**config.mk**
```make
export PLATFORM = sky130hd
export DESIGN_NAME = regfile_scb_flat
export DESIGN_NICKNAME = d
export VERILOG_FILES = /design/src/rtl/regfile_scb_if.sv /design/src/rtl/regfile_scb.sv /design/src/flat_wrapper.sv
export SDC_FILE = /design/constraint.sdc
export NUM_CORES = 1
export LEC_CHECK = 0
export CAP_MARGIN = 20
export CORE_MARGIN = 5
export CORE_UTILIZATION = 45
export CTS_CLUSTER_SIZE = 20
export DETAILED_ROUTE_END_ITERATION = 10
export GPL_TIMING_DRIVEN = 0
export SLEW_MARGIN = 20
export SYNTH_ARGS = -nofsm -noshare
export SYNTH_HDL_FRONTEND = slang
export SYNTH_SLANG_ARGS = --single-unit
```
**constraint.sdc**
```tcl
create_clock -name clk -period 13.1 [get_ports clk]
set_input_delay 2.62 -clock clk [delete_from_list [all_inputs] [get_ports clk]]
set_output_delay 2.62 -clock clk [all_outputs]
set_load 0.005 [all_outputs]
```
**src/rtl/regfile_scb_if.sv**
```systemverilog
// rtl/regfile_scb_if.sv - port bundle for regfile_scb (write/reserve/read/clear signals).
// The debug signals exist only when REGFILE_SCB_DBG_EN is defined.
interface regfile_scb_if #(
  parameter int DATA_W = 16,
  parameter int ADDR_W = 4
) ();
  logic              wr0_en;
  logic [ADDR_W-1:0] wr0_addr;
  logic [DATA_W-1:0] wr0_data;
  logic              wr1_en;
  logic [ADDR_W-1:0] wr1_addr;
  logic [DATA_W-1:0] wr1_data;
  logic              rsv_en;
  logic [ADDR_W-1:0] rsv_addr;
  logic              clr_req;
  logic [ADDR_W-1:0] rd_addr_a;
  logic [ADDR_W-1:0] rd_addr_b;
  logic [DATA_W-1:0] rd_data_a;
  logic [DATA_W-1:0] rd_data_b;
  logic              rd_pend_a;
  logic              rd_pend_b;
  logic              busy;
`ifdef REGFILE_SCB_DBG_EN
  logic [ADDR_W-1:0] dbg_addr;
  logic [DATA_W-1:0] dbg_data;
  logic [15:0]       wr_count;

  modport master (
    output wr0_en, wr0_addr, wr0_data, wr1_en, wr1_addr, wr1_data,
           rsv_en, rsv_addr, clr_req, rd_addr_a, rd_addr_b, dbg_addr,
    input  rd_data_a, rd_data_b, rd_pend_a, rd_pend_b, busy, dbg_data, wr_count
  );
  modport slave (
    input  wr0_en, wr0_addr, wr0_data, wr1_en, wr1_addr, wr1_data,
           rsv_en, rsv_addr, clr_req, rd_addr_a, rd_addr_b, dbg_addr,
    output rd_data_a, rd_data_b, rd_pend_a, rd_pend_b, busy, dbg_data, wr_count
  );
`else
  modport master (
    output wr0_en, wr0_addr, wr0_data, wr1_en, wr1_addr, wr1_data,
           rsv_en, rsv_addr, clr_req, rd_addr_a, rd_addr_b,
    input  rd_data_a, rd_data_b, rd_pend_a, rd_pend_b, busy
  );
  modport slave (
    input  wr0_en, wr0_addr, wr0_data, wr1_en, wr1_addr, wr1_data,
           rsv_en, rsv_addr, clr_req, rd_addr_a, rd_addr_b,
    output rd_data_a, rd_data_b, rd_pend_a, rd_pend_b, busy
  );
`endif
endinterface

```
**src/rtl/regfile_scb.sv**
```systemverilog
// rtl/regfile_scb.sv - 2W/2R register file with write bypass, pending scoreboard and clear engine.
// Optional debug read port and write counter under REGFILE_SCB_DBG_EN.
module regfile_scb #(
  parameter int DATA_W  = 16,
  parameter int ADDR_W  = 4,
  parameter int ZERO_R0 = 0
) (
  input logic          clk,
  input logic          reset,
  regfile_scb_if.slave bus
);
  localparam int DEPTH = 1 << ADDR_W;
  localparam logic [ADDR_W-1:0] LAST_IDX = ADDR_W'(DEPTH - 1);

  typedef enum logic {IDLE, CLEAR} state_t;

  state_t            state_q;
  logic [ADDR_W-1:0] idx_q;
  logic              busy_q;
  logic [DATA_W-1:0] regs_q [DEPTH];
  logic [DEPTH-1:0]  pend_q;

  logic idle;
  logic wr0_acc;
  logic wr1_acc;
  logic rsv_acc;

  function automatic logic is_zero_reg(input logic [ADDR_W-1:0] addr);
    return (ZERO_R0 != 0) && (addr == '0);
  endfunction

  assign idle    = (state_q == IDLE);
  assign wr0_acc = bus.wr0_en && idle && !is_zero_reg(bus.wr0_addr);
  assign wr1_acc = bus.wr1_en && idle && !is_zero_reg(bus.wr1_addr);
  assign rsv_acc = bus.rsv_en && idle && !is_zero_reg(bus.rsv_addr);

  logic [ADDR_W-1:0] rd_addr [2];
  logic [DATA_W-1:0] rd_data [2];
  logic              rd_pend [2];

  assign rd_addr[0]    = bus.rd_addr_a;
  assign rd_addr[1]    = bus.rd_addr_b;
  assign bus.rd_data_a = rd_data[0];
  assign bus.rd_data_b = rd_data[1];
  assign bus.rd_pend_a = rd_pend[0];
  assign bus.rd_pend_b = rd_pend[1];
  assign bus.busy      = busy_q;

  // wr1 is checked first so the read view matches the collision outcome.
  always_comb begin
    for (int p = 0; p < 2; p++) begin
      rd_data[p] = regs_q[rd_addr[p]];
      if (is_zero_reg(rd_addr[p])) begin
        rd_data[p] = '0;
      end else if (wr1_acc && (bus.wr1_addr == rd_addr[p])) begin
        rd_data[p] = bus.wr1_data;
      end else if (wr0_acc && (bus.wr0_addr == rd_addr[p])) begin
        rd_data[p] = bus.wr0_data;
      end
      rd_pend[p] = pend_q[rd_addr[p]] && !(wr1_acc && (bus.wr1_addr == rd_addr[p]));
    end
  end

  always_ff @(posedge clk or posedge reset) begin
    if (reset) begin
      state_q <= IDLE;
      idx_q   <= '0;
      busy_q  <= 1'b0;
      pend_q  <= '0;
      for (int i = 0; i < DEPTH; i++) begin
        regs_q[i] <= '0;
      end
    end else begin
      case (state_q)
        IDLE: begin
          if (wr0_acc) begin
            regs_q[bus.wr0_addr] <= bus.wr0_data;
          end
          if (wr1_acc) begin
            regs_q[bus.wr1_addr] <= bus.wr1_data;
            pend_q[bus.wr1_addr] <= 1'b0;
          end
          // Placed after the wr1 release so a same-cycle reservation wins.
          if (rsv_acc) begin
            pend_q[bus.rsv_addr] <= 1'b1;
          end
          if (bus.clr_req) begin
            state_q <= CLEAR;
            idx_q   <= '0;
            busy_q  <= 1'b1;
          end
        end
        CLEAR: begin
          regs_q[idx_q] <= '0;
          pend_q[idx_q] <= 1'b0;
          idx_q         <= idx_q + ADDR_W'(1);
          if (idx_q == LAST_IDX) begin
            state_q <= IDLE;
            busy_q  <= 1'b0;
          end
        end
        default: begin
          state_q <= IDLE;
          busy_q  <= 1'b0;
        end
      endcase
    end
  end

`ifdef REGFILE_SCB_DBG_EN
  logic [15:0] wr_count_q;
  logic [15:0] wr_count_d;
  logic [16:0] wr_sum;

  always_comb begin
    wr_sum     = {1'b0, wr_count_q} + 17'(wr0_acc) + 17'(wr1_acc);
    wr_count_d = wr_sum[16] ? 16'hFFFF : wr_sum[15:0];
    if (idle && bus.clr_req) begin
      wr_count_d = '0;
    end
  end

  always_ff @(posedge clk or posedge reset) begin
    if (reset) begin
      wr_count_q <= '0;
    end else begin
      wr_count_q <= wr_count_d;
    end
  end

  assign bus.wr_count = wr_count_q;
  assign bus.dbg_data = is_zero_reg(bus.dbg_addr) ? '0 : regs_q[bus.dbg_addr];
`endif
endmodule
```
**src/flat_wrapper.sv**
```systemverilog
// flat-port wrapper written by rule: the top's interface ports become plain ports
module regfile_scb_flat 
#(
  parameter int DATA_W  = 16,
  parameter int ADDR_W  = 4,
  parameter int ZERO_R0 = 0
)
  (clk, reset, bus_wr0_en, bus_wr0_addr, bus_wr0_data, bus_wr1_en, bus_wr1_addr, bus_wr1_data, bus_rsv_en, bus_rsv_addr, bus_clr_req, bus_rd_addr_a, bus_rd_addr_b, bus_rd_data_a, bus_rd_data_b, bus_rd_pend_a, bus_rd_pend_b, bus_busy);
  regfile_scb_if #(.DATA_W(DATA_W), .ADDR_W(ADDR_W)) bus_i ();
  input logic clk;
  input logic reset;
  input wire logic [$bits(bus_i.wr0_en)-1:0] bus_wr0_en;
  input wire logic [$bits(bus_i.wr0_addr)-1:0] bus_wr0_addr;
  input wire logic [$bits(bus_i.wr0_data)-1:0] bus_wr0_data;
  input wire logic [$bits(bus_i.wr1_en)-1:0] bus_wr1_en;
  input wire logic [$bits(bus_i.wr1_addr)-1:0] bus_wr1_addr;
  input wire logic [$bits(bus_i.wr1_data)-1:0] bus_wr1_data;
  input wire logic [$bits(bus_i.rsv_en)-1:0] bus_rsv_en;
  input wire logic [$bits(bus_i.rsv_addr)-1:0] bus_rsv_addr;
  input wire logic [$bits(bus_i.clr_req)-1:0] bus_clr_req;
  input wire logic [$bits(bus_i.rd_addr_a)-1:0] bus_rd_addr_a;
  input wire logic [$bits(bus_i.rd_addr_b)-1:0] bus_rd_addr_b;
  output wire logic [$bits(bus_i.rd_data_a)-1:0] bus_rd_data_a;
  output wire logic [$bits(bus_i.rd_data_b)-1:0] bus_rd_data_b;
  output wire logic [$bits(bus_i.rd_pend_a)-1:0] bus_rd_pend_a;
  output wire logic [$bits(bus_i.rd_pend_b)-1:0] bus_rd_pend_b;
  output wire logic [$bits(bus_i.busy)-1:0] bus_busy;
  assign bus_i.wr0_en = bus_wr0_en;
  assign bus_i.wr0_addr = bus_wr0_addr;
  assign bus_i.wr0_data = bus_wr0_data;
  assign bus_i.wr1_en = bus_wr1_en;
  assign bus_i.wr1_addr = bus_wr1_addr;
  assign bus_i.wr1_data = bus_wr1_data;
  assign bus_i.rsv_en = bus_rsv_en;
  assign bus_i.rsv_addr = bus_rsv_addr;
  assign bus_i.clr_req = bus_clr_req;
  assign bus_i.rd_addr_a = bus_rd_addr_a;
  assign bus_i.rd_addr_b = bus_rd_addr_b;
  assign bus_rd_data_a = bus_i.rd_data_a;
  assign bus_rd_data_b = bus_i.rd_data_b;
  assign bus_rd_pend_a = bus_i.rd_pend_a;
  assign bus_rd_pend_b = bus_i.rd_pend_b;
  assign bus_busy = bus_i.busy;
  regfile_scb #(.DATA_W(DATA_W), .ADDR_W(ADDR_W), .ZERO_R0(ZERO_R0)) u_core (.clk(clk), .reset(reset), .bus(bus_i));
endmodule
```
==> impl_results.md, run 1 <==
- Drt pass-1 iters: 6
- Root buffer cell: clkbuf_16
- Hold Path Sink: u_core.idx_q[0]$_DFFE_PP0P_
- Congestion Overflow GR: 0
- Via count: 19931
- Layout Nets: 2266
- CP Data Required Time: 10.48 ns
- CTS Buf Count: 36
- Placer Congestion: 1.02
- Design Area, Final: 0.0236 mm^2
- Count leader, synth: mux2i_1
- Fin cells: 2835
- Die X: 227 um
- Worst-Margin Slew: 1.13 ns
- Worst hold path type: reg -> reg
- Synth Area per Inst: 9.99 um^2
- Cells along the critical path: clkdlybuf4s50_1, buf_2, buf_2, mux4_2, mux2_2, o21ai_1, o221ai_1, clkdlybuf4s50_1
- Critical path class: in -> out
- Clock Skew: 0.0134 ns
- Fin worst setup slack: 4.77 ns
- Final hold slack: 0.547 ns
- Sequential share of the synthesized area: 32.9%
- Longest Clk Path Bufs: 3
- Crit path max-delay cell type: clkdlybuf4s50_1
- CTS tree: built
- H-tree depth: 2
- Avg WL per Cell: 32.6 um
- Unrepaired setup endpoints after global routing: no
- Largest area contributor in the netlist: dfrtp_1
- # hold bufs at CTS: 0
- Status: completed
- Clk sinks: 278
- Initial antenna violation count: 7
- R2R depth: 7
- Placed cell area: 0.0224 mm^2
- Layout area overhead: 11.6%
- Async set-reset flop share out of synthesis: 100%
- Number of flops mapped to enable cells by yosys: 0
- Fmax: 0.120 GHz
- Std-Cell Rows: 79
- CP top delay family: buffers and inverters
- Detailed Route Iter0 Violations: 2802
- Launch point of the worst reg-to-reg path: u_core.idx_q[0]$_DFFE_PP0P_
- Terminus of the critical flop-to-flop path: u_core.regs_q[8]$_DFF_PP0_
- Die ar.: 0.0514 mm^2
- Clk pwr share: 23.6%
- Hold path start: u_core.idx_q[0]$_DFFE_PP0P_
- Relative slew slack: 25.0%
- Vias/cell: 7.03
- Vias in the first global route: 19045
- YS warnings: 0
- Min cycle time layout: 8.33 ns
- Distinct cells, synth: 52
- Psw: 1.80 mW
- Arr. time, crit path: 5.71 ns
- CP Capture Type: output port
- Synth Register Bits: 278
- Initial Util: 45.4%
- Internal power: 2.50 mW
- Most frequent cells after synthesis: mux2i_1, a22o_1, nor2_1, a21oi_1, dfrtp_1
- Boundary pin count: 93
- Crit path buffers/inverters: 4
- Setup crit start kind: input port
- Post-route clock period utilization: 63.6%
- CTS resizes: 0
- Slew Viols, Final: 0
- Worst vdd ir: 0.112 mV
- Largest net degree at the start of global routing: 99
- Routed WL: 92.5 mm
- Hold Path Stages: 1
- Syn_nets: 2179
- Fin. Hold Viols: 0
- Slowest stage delay, CP: 0.63 ns
- Core area: 0.0466 mm^2
- Final HPWL DP: 70.1 mm
- Layout Utilization: 50.7%
- Top cell type's share of synthesized area: 32.9%
- Clk slew on worst S/H paths: 0.05 ns
- Height of the chip: 227 um
- P per Cell Area: 182 mW/mm^2
- Reg power frac: 33.4%
- Max Cap Viol: 0
- Cell Area, Synth: 0.0211 mm^2
- Crit-path max FO: 10
- I/O Buffers: 47
- Cell total after placement: 2773
- Logic gate share of total power: 42.9%
- Post-Syn Instances: 2117
- Switch share: 41.8%
- Post-CTS setup buffer count: 0
- Share of layout cells above drive strength 1: 16.1%
- Routed Antenna Nets: 0
- Global-route wire length before repair: 133 mm
- Most area-consuming cells after synthesis: dfrtp_1, mux2i_1, mux4_2
- Residual DRC count: 0
- Post-synth top flop: dfrtp_1
- Flop-to-flop setup slack: 10.30 ns
- Lkg Pwr: 10.8 nW
- Final setup viols: 0
- Placement Setup Slack: 4.89 ns
- Clk_lat worst skew: 0.55 ns
- Total track usage: 35.4%
[power groups by stage]
stage / logic (mW) / clock network (mW) / registers [mW]
floorplan: 1.24 / 0 / 1.30
detailed placement: 1.78 / 0 / 1.43
CTS: 1.79 / 1.02 / 1.42
global placement: 1.74 / 0 / 1.42
finish: 1.85 / 1.02 / 1.44
global route: 1.95 / 1.06 / 1.46
[through the flow]
| step | power, mW | TNS, ns |
|---|---|---|
| after floorplan | 2.53 | 0 |
| after global placement | 3.16 | -452.22 |
| after detailed placement | 3.22 | 0 |
| after CTS | 4.24 | 0 |
| after global routing | 4.47 | 0 |
| final | 4.30 | 0 |
[how the worst max path moves through the flow]
stage / startpoint / end / depth (start not counted)
after global placement: reset / u_core.regs_q[248]$_DFF_PP0_ / 2
final: bus_rd_addr_b[3] / bus_rd_data_b[14] / 8
after floorplan: reset / u_core.bus.busy$_DFFE_PP0P_ / 1
after global routing: bus_rd_addr_b[3] / bus_rd_data_b[14] / 8
after CTS: bus_rd_addr_b[3] / bus_rd_data_b[14] / 8
after detailed placement: bus_rd_addr_b[3] / bus_rd_data_b[14] / 8
[final cells by class]
| type | count | area (um^2) |
|---|---|---|
| antenna | 2 | 5.00 |
| buffer | 265 | 1370 |
| clock buffer | 54 | 1080 |
| clock inverter | 6 | 82.6 |
| fill | 4260 | 23000 |
| inverter | 21 | 86.3 |
| multi-input combinational | 1553 | 12700 |
| sequential | 278 | 6960 |
| tap | 607 | 759 |
| timing repair buffer | 49 | 526 |
[worst register-to-register path: stages (launching register included)]
cell and delay, ns:
dfrtp_1 0.41, ha_1 0.21, clkbuf_1 0.31, nand3_1 0.22
and2_1 0.18, clkbuf_1 0.55, clkbuf_1 0.60, a22o_1 0.25
[routing by layer]
metal / vias up / share of wire (%) / GRT usage, %
li1: 8178 / - / -
met1: 10102 / 41 / 50.3
met3: 275 / 11 / 8.78
met2: 1364 / 42 / 50.8
met4: 12 / 5.9 / 17.2
met5: - / 0.076 / 0
[cell families (layout without fill, tap and decap cells)]
logic type / after synthesis / after routing / share of synthesized area, %
other cells: 0 / 2 / 0
flops: 278 / 278 / 32.9
xor+xnor: 18 / 18 / 0.746
fa+ha+maj: 4 / 4 / 0.237
simple gates: 444 / 444 / 9.39
mux: 427 / 427 / 27.5
buf+inv: 286 / 395 / 6.84
compound gates: 660 / 660 / 22.4
[flip-flops by register name (all words and copies together) (netlist names)]
name,flops
u_core.idx_q,4
u_core.state_q,1
u_core.bus.busy,1
u_core.regs_q,256
u_core.pend_q,16
[placed cells by master (no fill, tap or decap), types with 4 or more instances in the layout]
cell,count
xor2_1,13
nand3_1,18
xnor2_1,5
o21ai_0,17
a22oi_1,12
a32oi_1,4
nand2_1,50
buf_4,18
a22o_1,288
clkbuf_8,9
nand3_2,5
clkbuf_1,143
a21oi_1,281
buf_2,72
and2_1,7
clkbuf_16,37
buf_6,24
nand4_1,20
o221a_2,15
nor2_1,286
nand2_2,6
a221oi_1,21
mux2i_1,289
nor2b_1,17
mux2_2,17
buf_1,12
dfrtp_1,278
nor3_1,18
ha_1,4
mux4_2,121
clkdlybuf4s50_1,47
a221oi_2,10
inv_1,19
Power figures use the tool's default switching activity.
==> run 2: changes to the inputs <==
==> constraint.sdc (replaced) <==
create_clock -name clk -period 6.7 [get_ports clk]
set_input_delay 1.34 -clock clk [delete_from_list [all_inputs] [get_ports clk]]
set_output_delay 1.34 -clock clk [all_outputs]
set_load 0.005 [all_outputs]
==> impl_results.md, run 2 (same netlist as run 1, synthesis figures left out) <==
- Status: completed
- Placer Congestion: 0.993 (-2.9%)
- Most frequent cells in the layout: mux2i_1, a22o_1, nor2_1
- Avg WL per Cell: 33.0 um (+1.0%)
- Clk_lat worst skew: 0.59 ns (+0.04 ns)
- Post-CTS setup buffer count: 0 (unchanged)
- Crit-path max FO: 10 (unchanged)
- Fin cells: 2856 (+0.74%)
- Layout Utilization: 51.2% (+0.55 points)
- Layout area overhead: 12.9%
- Number of fill cells: 4250 (-0.23%)
- Design Area, Final: 0.0239 mm^2 (+1.1%)
- Placed cell area: 0.0226 mm^2 (+0.82%)
- CTS tree: built
- Die X: 227 um (unchanged)
- CTS Buf Count: 37 (+2.8%)
- Routed WL: 94.1 mm (+1.8%)
- Total track usage: 36.0% (+0.59 points)
- Max reg flops: 256 (unchanged)
- Cells along the critical path: buf_2, nor2b_1, clkbuf_1, clkbuf_1, a22o_1, nor2_1, a221oi_2, clkdlybuf4s50_1
- Crit path max-delay cell type: clkdlybuf4s50_1
- Share of layout cells above drive strength 1: 16.7% (+0.59 points)
- Area of the multi-input gates: 0.0127 mm^2 (about the same)
- Fin worst setup slack: 1.01 ns (-3.75 ns)
- Vias/cell: 6.99 (-0.60%)
- Crit path buffers/inverters: 4 (unchanged)
- Placement Setup Slack: 1.16 ns (-3.73 ns)
- Worst hold path type: reg -> reg
- Congestion Overflow GR: 0 (unchanged)
- Min cycle time layout: 5.69 ns
- Clock Skew: 0.0185 ns (+0.00506 ns)
- Fin. Hold Viols: 0 (unchanged)
- Routed Antenna Nets: 0 (unchanged)
- Slew Viols, Final: 0 (unchanged)
- P per Cell Area: 358 mW/mm^2 (+96%)
- Core area: 0.0466 mm^2 (unchanged)
- Layout Nets: 2276 (+0.44%)
- Root buffer cell: clkbuf_16
- Initial antenna violation count: 10 (+3)
- Final HPWL DP: 72.2 mm (+2.9%)
- Residual DRC count: 0 (unchanged)
- Top cell by count, worst path: clkbuf_1
- Std-Cell Rows: 79 (unchanged)
- Relative slew slack: 22.7% (-2.3 points)
- Final setup viols: 0 (unchanged)
- Top reg by flops: u_core.regs_q
- Vias in the first global route: 18993 (-0.27%)
- CP top delay family: buffers and inverters
- Worst vdd ir: 0.267 mV (+140%)
- Boundary pin count: 93 (unchanged)
- Die ar.: 0.0514 mm^2 (unchanged)
- Largest net degree at the start of global routing: 32 (-68%)
- Setup crit start kind: input port
- Longest Clk Path Bufs: 3 (unchanged)
- Post-route clock period utilization: 84.9%
- Top Registers: u_core.regs_q (256), u_core.pend_q (16), u_core.idx_q (4)
- Detailed Route Iter0 Violations: 2745 (-2.0%)
- Commonest non-fill, non-tap cell in the layout: mux2i_1
- Worst-Margin Slew: 1.16 ns (+0.0340 ns)
- Pwr Total: 8.54 mW (+99%)
- Drt pass-1 iters: 9 (+3)
- Clk sinks: 278 (unchanged)
- Lkg Pwr: 10.9 nW (+0.96%)
- Critical path class: in -> out
- Arr. time, crit path: 4.35 ns (-1.36 ns)
- H-tree depth: 2 (unchanged)
- I/O Buffers: 47 (unchanged)
- CP Capture Type: output port
- CTS resizes: 0 (unchanged)
- Unrepaired setup endpoints after global routing: no
- Via count: 19958 (+0.14%)
- Global-route wire length before repair: 135 mm (+1.4%)
- Slowest stage delay, CP: 0.62 ns (about the same)
- CP Data Required Time: 5.36 ns (-5.12 ns)
- FF+latch area: 0.00696 mm^2 (unchanged)
- Cell total after placement: 2782 (+0.32%)
- Clk slew on worst S/H paths: 0.05 ns (about the same)
- Max Cap Viol: 0 (unchanged)
- # hold bufs at CTS: 0 (unchanged)
- Initial Util: 45.4% (unchanged)
- Height of the chip: 227 um (unchanged)
- Fmax: 0.176 GHz
run 2: cell count changes in the layout (fill, tap and decap cells not counted), moves of 2 or more:
cell        delta
buf_12         +8
diode_2        +4
clkinvlp_4     +3
clkinv_8       +2
clkinv_2       +2
clkbuf_1       +2
run 2: cell type report:
class / instances / share of cell area, %
clock buffer: 55 / 4.50
timing repair buffer: 58 / 2.99
tap: 607 / 3.18
antenna: 6 / 0.0629
buffer: 265 / 5.73
multi-input combinational: 1553 / 53.4
sequential: 278 / 29.2
inverter: 21 / 0.346
clock inverter: 13 / 0.624
run 2: report_power, final:
group | switching [mW] | total (mW) | internal [mW]
Combinational | 2.13 | 3.68 | 1.55
Sequential | 0.627 | 2.80 | 2.17
Clock | 0.866 | 2.06 | 1.19
run 2: worst min-delay path, delay by kind of cell, from the launching register on:
| kind | cells | cell delay [ns] |
|---|---|---|
| flip-flops | 1 | 0.36 |
| AND/OR/NAND/NOR | 2 | 0.14 |
run 2: path summary, 6_finish.rpt:
kind                       slack, ns  cells after the start                         from                           end
hold reg to reg                 0.54                      2  u_core.bus.busy$_DFFE_PP0P_   u_core.bus.busy$_DFFE_PP0P_
max in group asynchronous       4.70                      5                        reset  u_core.regs_q[218]$_DFF_PP0_
hold / removal                  0.54                      2  u_core.bus.busy$_DFFE_PP0P_   u_core.bus.busy$_DFFE_PP0P_
min in group asynchronous       1.11                      2                        reset   u_core.regs_q[17]$_DFF_PP0_
setup / recovery                1.01                      8             bus_rd_addr_a[1]             bus_rd_data_a[13]
setup reg to reg                3.90                      7  u_core.idx_q[0]$_DFFE_PP0P_   u_core.regs_q[14]$_DFF_PP0_
run 2: per-layer routing:
metal	vias to the layer above	global-route usage (%)	part of all wire [%]
li1	8230	-	-
met3	278	10.1	11
met4	12	15.5	5.1
met5	-	0	0.095
met2	1334	53.7	43
met1	10104	49.4	40
run 2: through the flow:
stage / hold slack [ns] / setup TNS (ns)
4_1_cts: 0.547 / 0
3_3_place_gp: 0.521 / -232.88
2_1_floorplan: 0.483 / 0
6_report: 0.539 / 0
5_1_grt: 0.567 / 0
3_5_place_dp: 0.532 / 0
==> run 3: changes to the inputs <==
==> constraint.sdc (replaced) <==
create_clock -name clk -period 4.69 [get_ports clk]
set_input_delay 0.938 -clock clk [delete_from_list [all_inputs] [get_ports clk]]
set_output_delay 0.938 -clock clk [all_outputs]
set_load 0.005 [all_outputs]
==> impl_results.md, run 3 (same netlist as run 1, synthesis figures left out) <==
- Root buffer cell: clkbuf_16
- CP Capture Type: output port
- Setup crit start: bus_wr1_en
- Setup TNS Final: 0 ns (unchanged)
- Cells along the critical path: clkdlybuf4s50_1, nor2b_1, buf_4, nand2_1, nor4_4, nor2b_1, buf_6, buf_6, a221oi_2, clkdlybuf4s50_1
- Critical path class: in -> out
- Unrepaired setup endpoints after global routing: no
- Switch share: 42.4% (-0.059 points)
- Lkg Pwr: 11.0 nW (+0.25%)
- Hold Path Stages: 2 (unchanged)
- Min cycle time layout: 4.68 ns
- Die X: 227 um (unchanged)
- Detailed Route Iter0 Violations: 2654 (-3.3%)
- Grt met1 use: 49.3% (-0.14 points)
- Max Cap Viol: 0 (unchanged)
- Cell total after placement: 2782 (unchanged)
- Slowest stage delay, CP: 0.62 ns (about the same)
- Fin worst setup slack: 0.0142 ns (-0.999 ns)
- Clk sinks: 278 (unchanged)
- Internal power: 7.03 mW (+43%)
- Height of the chip: 227 um (unchanged)
- Met2 GRT Util: 53.4% (-0.28 points)
- Drt pass-1 iters: 6 (-3)
- Final setup viols: 0 (unchanged)
- Placed cell area: 0.0226 mm^2 (unchanged)
- Flop-to-flop setup slack: 1.87 ns (-2.03 ns)
- Design Area, Final: 0.0239 mm^2 (+0.24%)
- Worst-Margin Slew: 1.17 ns (+0.0106 ns)
- Core area: 0.0466 mm^2 (unchanged)
- Gr busiest metal: met2
- Top Registers: u_core.regs_q (256), u_core.pend_q (16), u_core.idx_q (4)
- CP top delay family: buffers and inverters
- Crit path buffers/inverters: 5 (+1)
- Crit path max-delay cell type: clkdlybuf4s50_1
- Routed WL: 94.0 mm (about the same)
- Share of layout cells above drive strength 1: 16.9% (+0.25 points)
- Congestion Overflow GR: 0 (unchanged)
- Vias/cell: 6.95 (-0.52%)
- Most frequent cells in the layout: mux2i_1, a22o_1, nor2_1
- Reg power frac: 32.8% (about the same)
- Met3 usage: 10.3% (+0.23 points)
- P per Cell Area: 510 mW/mm^2 (+42%)
- CP endpoint: bus_rd_data_a[13]
- Setup crit start kind: input port
- CP Data Required Time: 3.75 ns (-1.61 ns)
- Psw: 5.17 mW (+43%)
- Final hold slack: 0.539 ns (-0.000505 ns)
- Worst vdd ir: 0.381 mV (+43%)
- Fin cells: 2858 (+0.070%)
- Fmax: 0.214 GHz
- Largest net degree at the start of global routing: 32 (unchanged)
- Max reg flops: 256 (unchanged)
- Commonest non-fill, non-tap cell in the layout: mux2i_1
- Layout Nets: 2278 (+0.088%)
- Status: completed
- I/O Buffers: 47 (unchanged)
- Post-route clock period utilization: 99.7%
- Routed Antenna Nets: 0 (unchanged)
- Clk_lat worst skew: 0.59 ns (about the same)
- Crit-path max FO: 10 (unchanged)
- Vias in the first global route: 18996 (+0.016%)
- Global-route wire length before repair: 135 mm (about the same)
- Placer Congestion: 0.993 (unchanged)
- Relative slew slack: 22.0% (-0.71 points)
- Slew Viols, Final: 0 (unchanged)
- Initial antenna violation count: 10 (unchanged)
- Top reg by flops: u_core.regs_q
- Pwr Total: 12.2 mW (+43%)
- CTS tree: built
- CP Depth: 10 (+2)
- Fin. Hold Viols: 0 (unchanged)
- Std-Cell Rows: 79 (unchanged)
- Launch point of the worst reg-to-reg path: u_core.idx_q[0]$_DFFE_PP0P_
- R2R depth: 7 (unchanged)
- Layout area overhead: 13.1%
- Via count: 19869 (-0.45%)
- Clk pwr share: 24.1% (about the same)
- Placement Setup Slack: -0.0414 ns (-1.21 ns)
- Die ar.: 0.0514 mm^2 (unchanged)
- CTS Buf Count: 37 (unchanged)
- Final HPWL DP: 72.2 mm (unchanged)
- H-tree depth: 2 (unchanged)
- Initial Util: 45.4% (unchanged)
- Arr. time, crit path: 3.74 ns (-0.61 ns)
- Terminus of the critical flop-to-flop path: u_core.regs_q[14]$_DFF_PP0_
- Longest Clk Path Bufs: 3 (unchanged)
- Total track usage: 36.1% (about the same)
- Worst hold path type: reg -> reg
- Avg WL per Cell: 32.9 um (-0.15%)
- Logic gate share of total power: 43.1% (about the same)
- Clock Skew: 0.0198 ns (+0.00134 ns)
- Residual DRC count: 0 (unchanged)
- Boundary pin count: 93 (unchanged)
- Clk slew on worst S/H paths: 0.05 ns (about the same)
- Layout Utilization: 51.4% (+0.12 points)
[run 3: changes by cell type in the layout (fill, tap and decap cells not counted), sizes merged]
cell,before,now
clkbuf,191,193
[run 3: final cells by class]
cell class | count | area [um^2]
Clock inverter | 13 | 149
Fill cell | 4243 | 22600
Antenna cell | 6 | 15.0
Tap cell | 607 | 759
Clock buffer | 55 | 1070
Timing Repair Buffer | 60 | 728
Multi-Input combinational cell | 1553 | 12700
Inverter | 21 | 82.6
Sequential cell | 278 | 6960
Buffer | 265 | 1400
[run 3: worst min-delay path: cells and delay by family (launching register included)]
family / cells / cell delay [ns]
simple gates: 2 / 0.14
flops: 1 / 0.36
[run 3: power groups by stage]
| stage | registers (mW) | logic [mW] | clock network [mW] |
|---|---|---|---|
| after CTS | 3.96 | 5.11 | 2.95 |
| final | 4.00 | 5.26 | 2.94 |
| after detailed placement | 3.99 | 5.09 | 0 |
| after floorplan | 3.62 | 3.45 | 0 |
| after global placement | 3.96 | 4.96 | 0 |
| after global routing | 4.06 | 5.54 | 3.05 |
[run 3: layer usage]
metal,share of wire (%),vias up
met2,43,1323
met1,40,10019
met4,5.4,12
met5,0.091,-
met3,11,299
li1,-,8216
[run 3: worst min-delay path by stage]
stage,startpoint,to
6_report,u_core.bus.busy$_DFFE_PP0P_,u_core.bus.busy$_DFFE_PP0P_
2_1_floorplan,u_core.pend_q[15]$_DFF_PP0_,u_core.pend_q[15]$_DFF_PP0_
5_1_grt,u_core.regs_q[254]$_DFF_PP0_,u_core.regs_q[254]$_DFF_PP0_
3_5_place_dp,u_core.regs_q[254]$_DFF_PP0_,u_core.regs_q[254]$_DFF_PP0_
3_3_place_gp,u_core.bus.busy$_DFFE_PP0P_,u_core.bus.busy$_DFFE_PP0P_
4_1_cts,u_core.bus.busy$_DFFE_PP0P_,u_core.bus.busy$_DFFE_PP0P_
[run 3: timing repair]
action | 4_1_cts | 5_1_grt
endpoints found under the setup margin | 8 | 24
hold buffers | 0 | 0
buffers inserted | 0 | 2
resized for setup | 5 | 13
pin swaps | 0 | 1
